--- config.mk ---
export PLATFORM = sky130hd
export DESIGN_NAME = frv_pipeline_source
export DESIGN_NICKNAME = d
export VERILOG_FILES = /design/src/rtl/frv_pipeline_source_pkg.sv /design/src/rtl/frv_pipeline_source_ram.sv /design/src/rtl/frv_pipeline_source.sv
export SDC_FILE = /design/constraint.sdc
export NUM_CORES = 1
export LEC_CHECK = 0
export ABC_AREA = 0
export CAP_MARGIN = 20
export CORE_MARGIN = 10
export CORE_UTILIZATION = 51
export CTS_CLUSTER_SIZE = 8
export DETAILED_ROUTE_END_ITERATION = 10
export HOLD_SLACK_MARGIN = 0.08
export PLACE_DENSITY = 0.77
export SLEW_MARGIN = 20
export SYNTH_ARGS = -nofsm -noshare
export SYNTH_HDL_FRONTEND = slang
export SYNTH_SLANG_ARGS = --single-unit
--- constraint.sdc ---
create_clock -name g_clk -period 4.16 [get_ports g_clk]
set_input_delay 0.624 -clock g_clk [delete_from_list [all_inputs] [get_ports g_clk]]
set_output_delay 0.624 -clock g_clk [all_outputs]
set_load 0.005 [all_outputs]
--- src/rtl/frv_pipeline_source_pkg.sv ---
// Shared definitions for the pipeline source FIFO: handshake fire helpers and
// width helpers derived from the FIFO depth.
package frv_pipeline_source_pkg;

  // Occupancy counter width: must represent 0..depth inclusive.
  function automatic int unsigned level_width(input int unsigned depth);
    return $clog2(depth) + 1;
  endfunction

  // Pointer width: indexes 0..depth-1 and wraps naturally for power-of-two depth.
  function automatic int unsigned ptr_width(input int unsigned depth);
    return $clog2(depth);
  endfunction

  // Generic valid/ready transfer condition.
  function automatic logic hs_fire(input logic valid, input logic ready);
    return valid & ready;
  endfunction

  // Valid/busy transfer condition used toward the next pipeline stage.
  function automatic logic vb_fire(input logic valid, input logic busy);
    return valid & ~busy;
  endfunction

endpackage

--- src/rtl/frv_pipeline_source_ram.sv ---
// DEPTH x RLEN storage array for the pipeline source FIFO.
// One synchronous write port, one asynchronous read port, contents not reset.
module frv_pipeline_source_ram
  import frv_pipeline_source_pkg::*;
#(
  parameter int unsigned RLEN  = 32,
  parameter int unsigned DEPTH = 4
) (
  input  logic                          clk_i,
  input  logic                          we_i,
  input  logic [ptr_width(DEPTH)-1:0]   waddr_i,
  input  logic [RLEN-1:0]               wdata_i,
  input  logic [ptr_width(DEPTH)-1:0]   raddr_i,
  output logic [RLEN-1:0]               rdata_o
);

  logic [RLEN-1:0] mem_q [DEPTH];

  // Write port: store one word per enabled cycle.
  always_ff @(posedge clk_i) begin
    if (we_i) begin
      mem_q[waddr_i] <= wdata_i;
    end
  end

  // Asynchronous read of the head entry.
  always_comb begin
    rdata_o = mem_q[raddr_i];
  end

endmodule

--- src/rtl/frv_pipeline_source.sv ---
// Transmitter end of the stage-to-stage valid/busy handshake: a small FIFO that
// accepts words on a ready/valid port and presents them in order as data/valid,
// honouring downstream busy back-pressure and flushing on redirects.
// Optional same-cycle empty bypass: define FRV_PIPELINE_SOURCE_BYPASS_EN.
module frv_pipeline_source
  import frv_pipeline_source_pkg::*;
#(
  parameter int unsigned RLEN  = 32,
  parameter int unsigned DEPTH = 4
) (
  input  logic                            g_clk,
  input  logic                            g_reset,
  input  logic                            w_valid,
  input  logic [RLEN-1:0]                 w_data,
  output logic                            w_ready,
  input  logic                            flush,
  output logic [RLEN-1:0]                 o_data,
  output logic                            o_valid,
  input  logic                            i_busy,
  output logic [level_width(DEPTH)-1:0]   o_level
);

  localparam int unsigned LW = level_width(DEPTH);
  localparam int unsigned PW = ptr_width(DEPTH);

  logic [PW-1:0]   rptr_q, rptr_d;
  logic [PW-1:0]   wptr_q, wptr_d;
  logic [LW-1:0]   level_q, level_d;
  logic [RLEN-1:0] ram_rdata;

  logic empty;
  logic push;
  logic pop;
  logic store;

  assign empty = (level_q == '0);

  // Handshake decode; flush overrides both push and pop.
  always_comb begin
    w_ready = (level_q != LW'(DEPTH));
    push    = hs_fire(w_valid, w_ready) & ~flush;
    pop     = vb_fire(~empty, i_busy) & ~flush;
    store   = push;
`ifdef FRV_PIPELINE_SOURCE_BYPASS_EN
    // A word arriving into an empty FIFO that the next stage takes at once
    // never touches storage.
    if (empty && push && !i_busy) begin
      store = 1'b0;
    end
`endif
  end

  // Output presentation: head of storage, or the incoming word when bypassing.
  always_comb begin
    o_valid = ~empty;
    o_data  = ram_rdata;
    o_level = level_q;
`ifdef FRV_PIPELINE_SOURCE_BYPASS_EN
    if (empty && push) begin
      o_valid = 1'b1;
      o_data  = w_data;
    end
`endif
  end

  // Next-state for pointers and occupancy.
  always_comb begin
    rptr_d  = rptr_q;
    wptr_d  = wptr_q;
    level_d = level_q;
    if (flush) begin
      rptr_d  = '0;
      wptr_d  = '0;
      level_d = '0;
    end else begin
      if (store) begin
        wptr_d = wptr_q + PW'(1);
      end
      if (pop) begin
        rptr_d = rptr_q + PW'(1);
      end
      unique case ({store, pop})
        2'b10:   level_d = level_q + LW'(1);
        2'b01:   level_d = level_q - LW'(1);
        default: level_d = level_q;
      endcase
    end
  end

  // State register with synchronous reset.
  always_ff @(posedge g_clk) begin
    if (g_reset) begin
      rptr_q  <= '0;
      wptr_q  <= '0;
      level_q <= '0;
    end else begin
      rptr_q  <= rptr_d;
      wptr_q  <= wptr_d;
      level_q <= level_d;
    end
  end

  frv_pipeline_source_ram #(
    .RLEN  (RLEN),
    .DEPTH (DEPTH)
  ) u_ram (
    .clk_i   (g_clk),
    .we_i    (store & ~g_reset),
    .waddr_i (wptr_q),
    .wdata_i (w_data),
    .raddr_i (rptr_q),
    .rdata_o (ram_rdata)
  );

endmodule

## Word-level counts from Yosys, hierarchy flattened

Memories as Yosys holds them, arrays and structs flattened. A register that Yosys moved wholly into a read port is not among the register bits.
Cells that the tools add are included.

| word-level totals | value |
|---|---|
| memories kept | 1 |
| logic and storage cells | 28 |
| RAM bits | 128 |
| input bits | 37 |
| bits in registers | 7 |

Memories:

| name | words | width | rd ports | clocked after memory_dff | wr ports | RTL line | text |
|---|---|---|---|---|---|---|---|
| u_ram.mem_q | 4 | 32 | 1 | 1 | 1 | frv_pipeline_source_ram.sv:17 | `logic [RLEN-1:0] mem_q [DEPTH];` |

| cells by class | value |
|---|---|
| bitwise gates (word level) | 9 |
| $add $sub $neg | 4 |
| reduce and logical (&&, ||, !) cells | 3 |
| multiplexer cells | 5 |
| equality and inequality tests | 3 |

Operators with widths:

| operator | count |
|---|---|
| $pmux W3 S2 | 1 |
| $and A1 B1 Y1 | 5 |
| $add A2 B1 Y2 const B | 2 |
| $mux W2 | 2 |
| $not A1 Y1 | 4 |
| $add A3 B1 Y3 const B | 1 |
| $logic_not A3 Y1 | 1 |
| $ne A3 B3 Y1 const B | 1 |
| $sub A3 B1 Y3 const B | 1 |
| $eq A2 B1 Y1 const B | 1 |
| $eq A2 B2 Y1 const B | 1 |
| $mux W1 | 2 |
| $reduce_bool A2 Y1 | 1 |
| $reduce_or A2 Y1 | 1 |

## Depth between registers and ports, before layout

| logic depth | value |
|---|---|
| word-level depth | 6 |
| mapped depth | 8 |
| depth with buffers taken out | 8 |

## Modules after synthesis

Synthesis repeated with hierarchy kept, for this count alone.

| unflattened totals | value |
|---|---|
| cell total of the unflattened synthesis | 216 |
| area total of the unflattened synthesis | 5061.1 µm² |

Modules (own cells, without submodules):

| module | area an instance (µm²) | cells each | instances |
|---|---|---|---|
| frv_pipeline_source_ram | 4689.5 | 171 | 1 |
| frv_pipeline_source | 371.6 | 45 | 1 |

## Worst setup path after synthesis

No wires, ideal clock.

| timing path | value |
|---|---|
| path kind | input -> register |
| start point | input port flush |
| end point | memory u_ram.mem_q[0][0] (enable) |
| cell stages on the path | 2 |
| data arrival time | 3239 ps |
| path buffers | 0 |
| data required time | 3692 ps |
| setup slack | 453 ps |
| cell sequence | nand3b_4 -> nor3b_1 |

| on the way | value |
|---|---|
| word-level cells in the longest chain between the ends | 5 |

RTL lines:

| element | RTL line | text |
|---|---|---|
| start, declared | frv_pipeline_source.sv:16 | `input logic flush,` |
| $not A1 Y1 | frv_pipeline_source.sv:41 | `push = hs_fire(w_valid, w_ready) & ~flush;` |
| $and A1 B1 Y1 | frv_pipeline_source.sv:41 |  |
| $and A1 B1 Y1 | frv_pipeline_source.sv:108 | `.we_i (store & ~g_reset),` |
| $mux W1 | frv_pipeline_source_ram.sv:21 | `if (we_i) begin` |
| $mux W1 (implied by the code) | frv_pipeline_source_ram.sv:22 | `mem_q[waddr_i] <= wdata_i;` |
| end, declared | frv_pipeline_source_ram.sv:17 |  |

Every way passes these cells.

==> flow_metrics.env <==
export IMPL_status="finished, final reports clean"
export IMPL_drtIter0Drc=165
export IMPL_synth_top_family_by_area="multiplexers"
export IMPL_fin_crit_ns=3.31
export IMPL_route_detailed_drc=0
export IMPL_syn_nets=264
export IMPL_initial_core_util_pct=52.7
export IMPL_grt_pass1_vias=2661
export IMPL_synth_top_cell_by_area="edfxtp_1"
export IMPL_setup_ws_ns=0.846
export IMPL_peakVddDrop_uv=324
export IMPL_via_count=2474
export IMPL_wl_um=9310
export IMPL_synth_cell_types=28
export IMPL_hold_start="rptr_q[1]"
export IMPL_synthAdderAreaFrac_pct=1.60
export IMPL_finalPower_uw=3140
export IMPL_place_area_um2=6070
export IMPL_synthXorXnorAreaFrac_pct=0.339
export IMPL_cts_hold_buffers=0
export IMPL_async_reset_ff_share_pct=0
export IMPL_clk_latency_ns=0.51
export IMPL_design_area_um2=6680
export IMPL_drive_gt1_share_pct=24.8
export IMPL_routedWlPerCell_um=20.2
export IMPL_path_buf_inv=2
export IMPL_drv_slew=0
export IMPL_power_density_nw_per_um2=471
export IMPL_synth_seq_area_share_pct=77.8
export IMPL_cp_slowest_cell="dfxtp_2"
export IMPL_rr_startpoint="o_level[2]"
export IMPL_synth_warnings=0
export IMPL_placementRows=36
export IMPL_h_tree_depth=4
export IMPL_ff2ff_setup_slack_ns=1.85
export IMPL_coreArea_um2=9820
export IMPL_antenna_found_initial=0
export IMPL_die_w_um=121
export IMPL_cts_resized=0
export IMPL_ios=74
export IMPL_avgSynthCellArea_um2=23.4
export IMPL_first_pass_iters=5
export IMPL_finalHoldViolations=0
export IMPL_nNetsFinal=358
export IMPL_io_buffers=73
export IMPL_worstReg2RegEnd="o_level[2]"
export IMPL_crit_family="flip-flops"
export IMPL_rsz0062_at_grt="false"
export IMPL_drtAntennaViolNets=0
export IMPL_synth_compound_area_share_pct=0.532
export IMPL_final_common_cell="edfxtp_1"
export IMPL_die_h_um=121
export IMPL_fin_crit_sh_pct=79.7
export IMPL_syn2layout_area_growth_pct=29.1
export IMPL_power_leakage_uw=0.00215
export IMPL_synth_edf_count=128
export IMPL_clock_skew_ns=0.0110
export IMPL_grt_first_pass_wirelength_um=14700
export IMPL_synth_area_um2=5170
export IMPL_synthMuxAreaShare_pct=14.7
export IMPL_cp_data_arrival_time_ns=2.69
export IMPL_dieArea_um2=14600
export IMPL_crit_path_start_kind="flip-flop"
export IMPL_cp_end_kind="output pin"
export IMPL_hold_depth=2
export IMPL_synthSimpleGateAreaFrac_pct=2.93
export IMPL_grt_ovfl_total=0
export IMPL_root_buffer="clkbuf_8"
export IMPL_mostFrequentLayoutCells="128 x edfxtp_1, 73 x clkdlybuf4s50_1, 30 x mux4_2"
export IMPL_cts_tree="done"
export IMPL_antenna_cells=0
export IMPL_setup_viol=0
export IMPL_gr_usage_all_layers_pct=13.3
export IMPL_hp_class="reg -> reg"
export IMPL_synth_top_area_share_pct=74.3
export IMPL_relSlewSlack_pct=43.4
export IMPL_worstPathRequired_ns=3.54
export IMPL_hpwl_um=5800
export IMPL_synth_seq_cells=137
export IMPL_cts_setup_buffers=0
export IMPL_crit_type="reg -> out"
export IMPL_grt_max_degree=33
export IMPL_numCtsBuffers=17
export IMPL_clk_pin_slew_ns=0.06
export IMPL_ys_flop_type="edfxtp_1"
export IMPL_fmaxAchievable_mhz=302
export IMPL_reg2reg_depth=8
export IMPL_tightest_slew_ns=0.849
export IMPL_fin_setup_tns_ns=0
export IMPL_clock_sinks=137
export IMPL_preCtsSetupSlack_ns=1.29
export IMPL_vias_per_cell=5.38
export IMPL_critPathMaxFanout=20
export IMPL_critPathMaxStageDelay_ns=0.81
export IMPL_synthCells=221
export IMPL_cts_path_max_buffers=2
export IMPL_place_gp_congestion=0.665
export IMPL_synthTopCellsByArea="edfxtp_1 74%, mux4_2 13%, dfxtp_1 3.5%"
export IMPL_maxCapViolations=0
export IMPL_crit_chain="buf_4 -> mux4_1 -> clkdlybuf4s50_1"
[stage by stage]
step | cells | util [%] | hold WS, ns
after floorplan | 221 | - | 0.450
after global placement | 429 | 61.9 | 0.453
after detailed placement | 429 | 61.9 | 0.468
after CTS | 460 | 68.0 | 0.477
after global routing | 460 | 68.0 | 0.508
final | 460 | 68.0 | 0.470
[flip-flops by register name (all words and copies together), names as in the netlist, named ones only]
| name | cells |
|---|---|
| u_ram.mem_q | 128 |
| o_level | 3 |
| rptr_q | 2 |
| wptr_q | 2 |
[worst max-delay path by stage]
stage                   start                end  slack (ns)  cells after the start
floorplan               flush  u_ram.mem_q[0][0]        0.45                      2
global placement    flip-flop         o_data[12]        1.34                      3
detailed placement      flush         o_level[2]        1.29                      9
CTS                 flip-flop         o_data[12]        0.78                      3
global route        flip-flop         o_data[12]        0.65                      3
finish              flip-flop         o_data[12]        0.85                      3
[routing by layer]
layer	share of wire, %	global-route usage (%)	vias to the layer above
met5	0	0	-
met4	0.44	4.00	0
met3	5.0	5.21	4
met2	54	22.1	66
met1	41	15.6	1296
li1	-	-	1108
[kinds of logic (layout without fill, tap and decap cells)]
logic type | Yosys count | after routing
flip-flops | 137 | 137
multiplexers | 35 | 35
AND/OR/NAND/NOR | 23 | 23
buffers and inverters | 13 | 119
adder cells (fa/ha/maj) | 6 | 6
AO/OA/AOI/OAI | 5 | 5
XOR/XNOR | 2 | 2
[layout make-up]
class                   count  area [um2]
clock inverters            14         188
fillers                   672        3140
clock buffers              17         414
inverters                   5        18.8
repair buffers             83         806
well taps                 133         166
multi-input cells          71        1060
flip-flops and latches    137        4030
[cell usage after synthesis, types with 2 or more instances]
| master | number |
|---|---|
| buf_12 | 3 |
| buf_2 | 3 |
| dfxtp_1 | 9 |
| edfxtp_1 | 128 |
| ha_1 | 5 |
| inv_1 | 5 |
| mux2i_1 | 3 |
| mux4_1 | 2 |
| mux4_2 | 30 |
| nand2_1 | 6 |
| nor2_1 | 3 |
| nor3_1 | 2 |
| nor3b_1 | 4 |
| o21ai_1 | 2 |
| or3_1 | 2 |
| xor2_1 | 2 |
[worst register-to-register path, cell delays in order (launching register included)]
cell and delay [ns]:
dfxtp_1 0.40, or3b_4 0.42, nand3b_4 0.15, ha_1 0.20, inv_1 0.06, fa_1 0.37, xor2_1 0.15, or3_1 0.30
a21boi_0 0.17
[power by group]
part / internal (uW) / switching (uW) / leakage [uW]
Clock: 927 / 584 / 0.000286
Sequential: 1520 / 4.62 / 0.00123
Combinational: 63.6 / 42.9 / 0.000634
Total: 2510 / 632 / 0.00215
(Power assumes the default switching activity.)
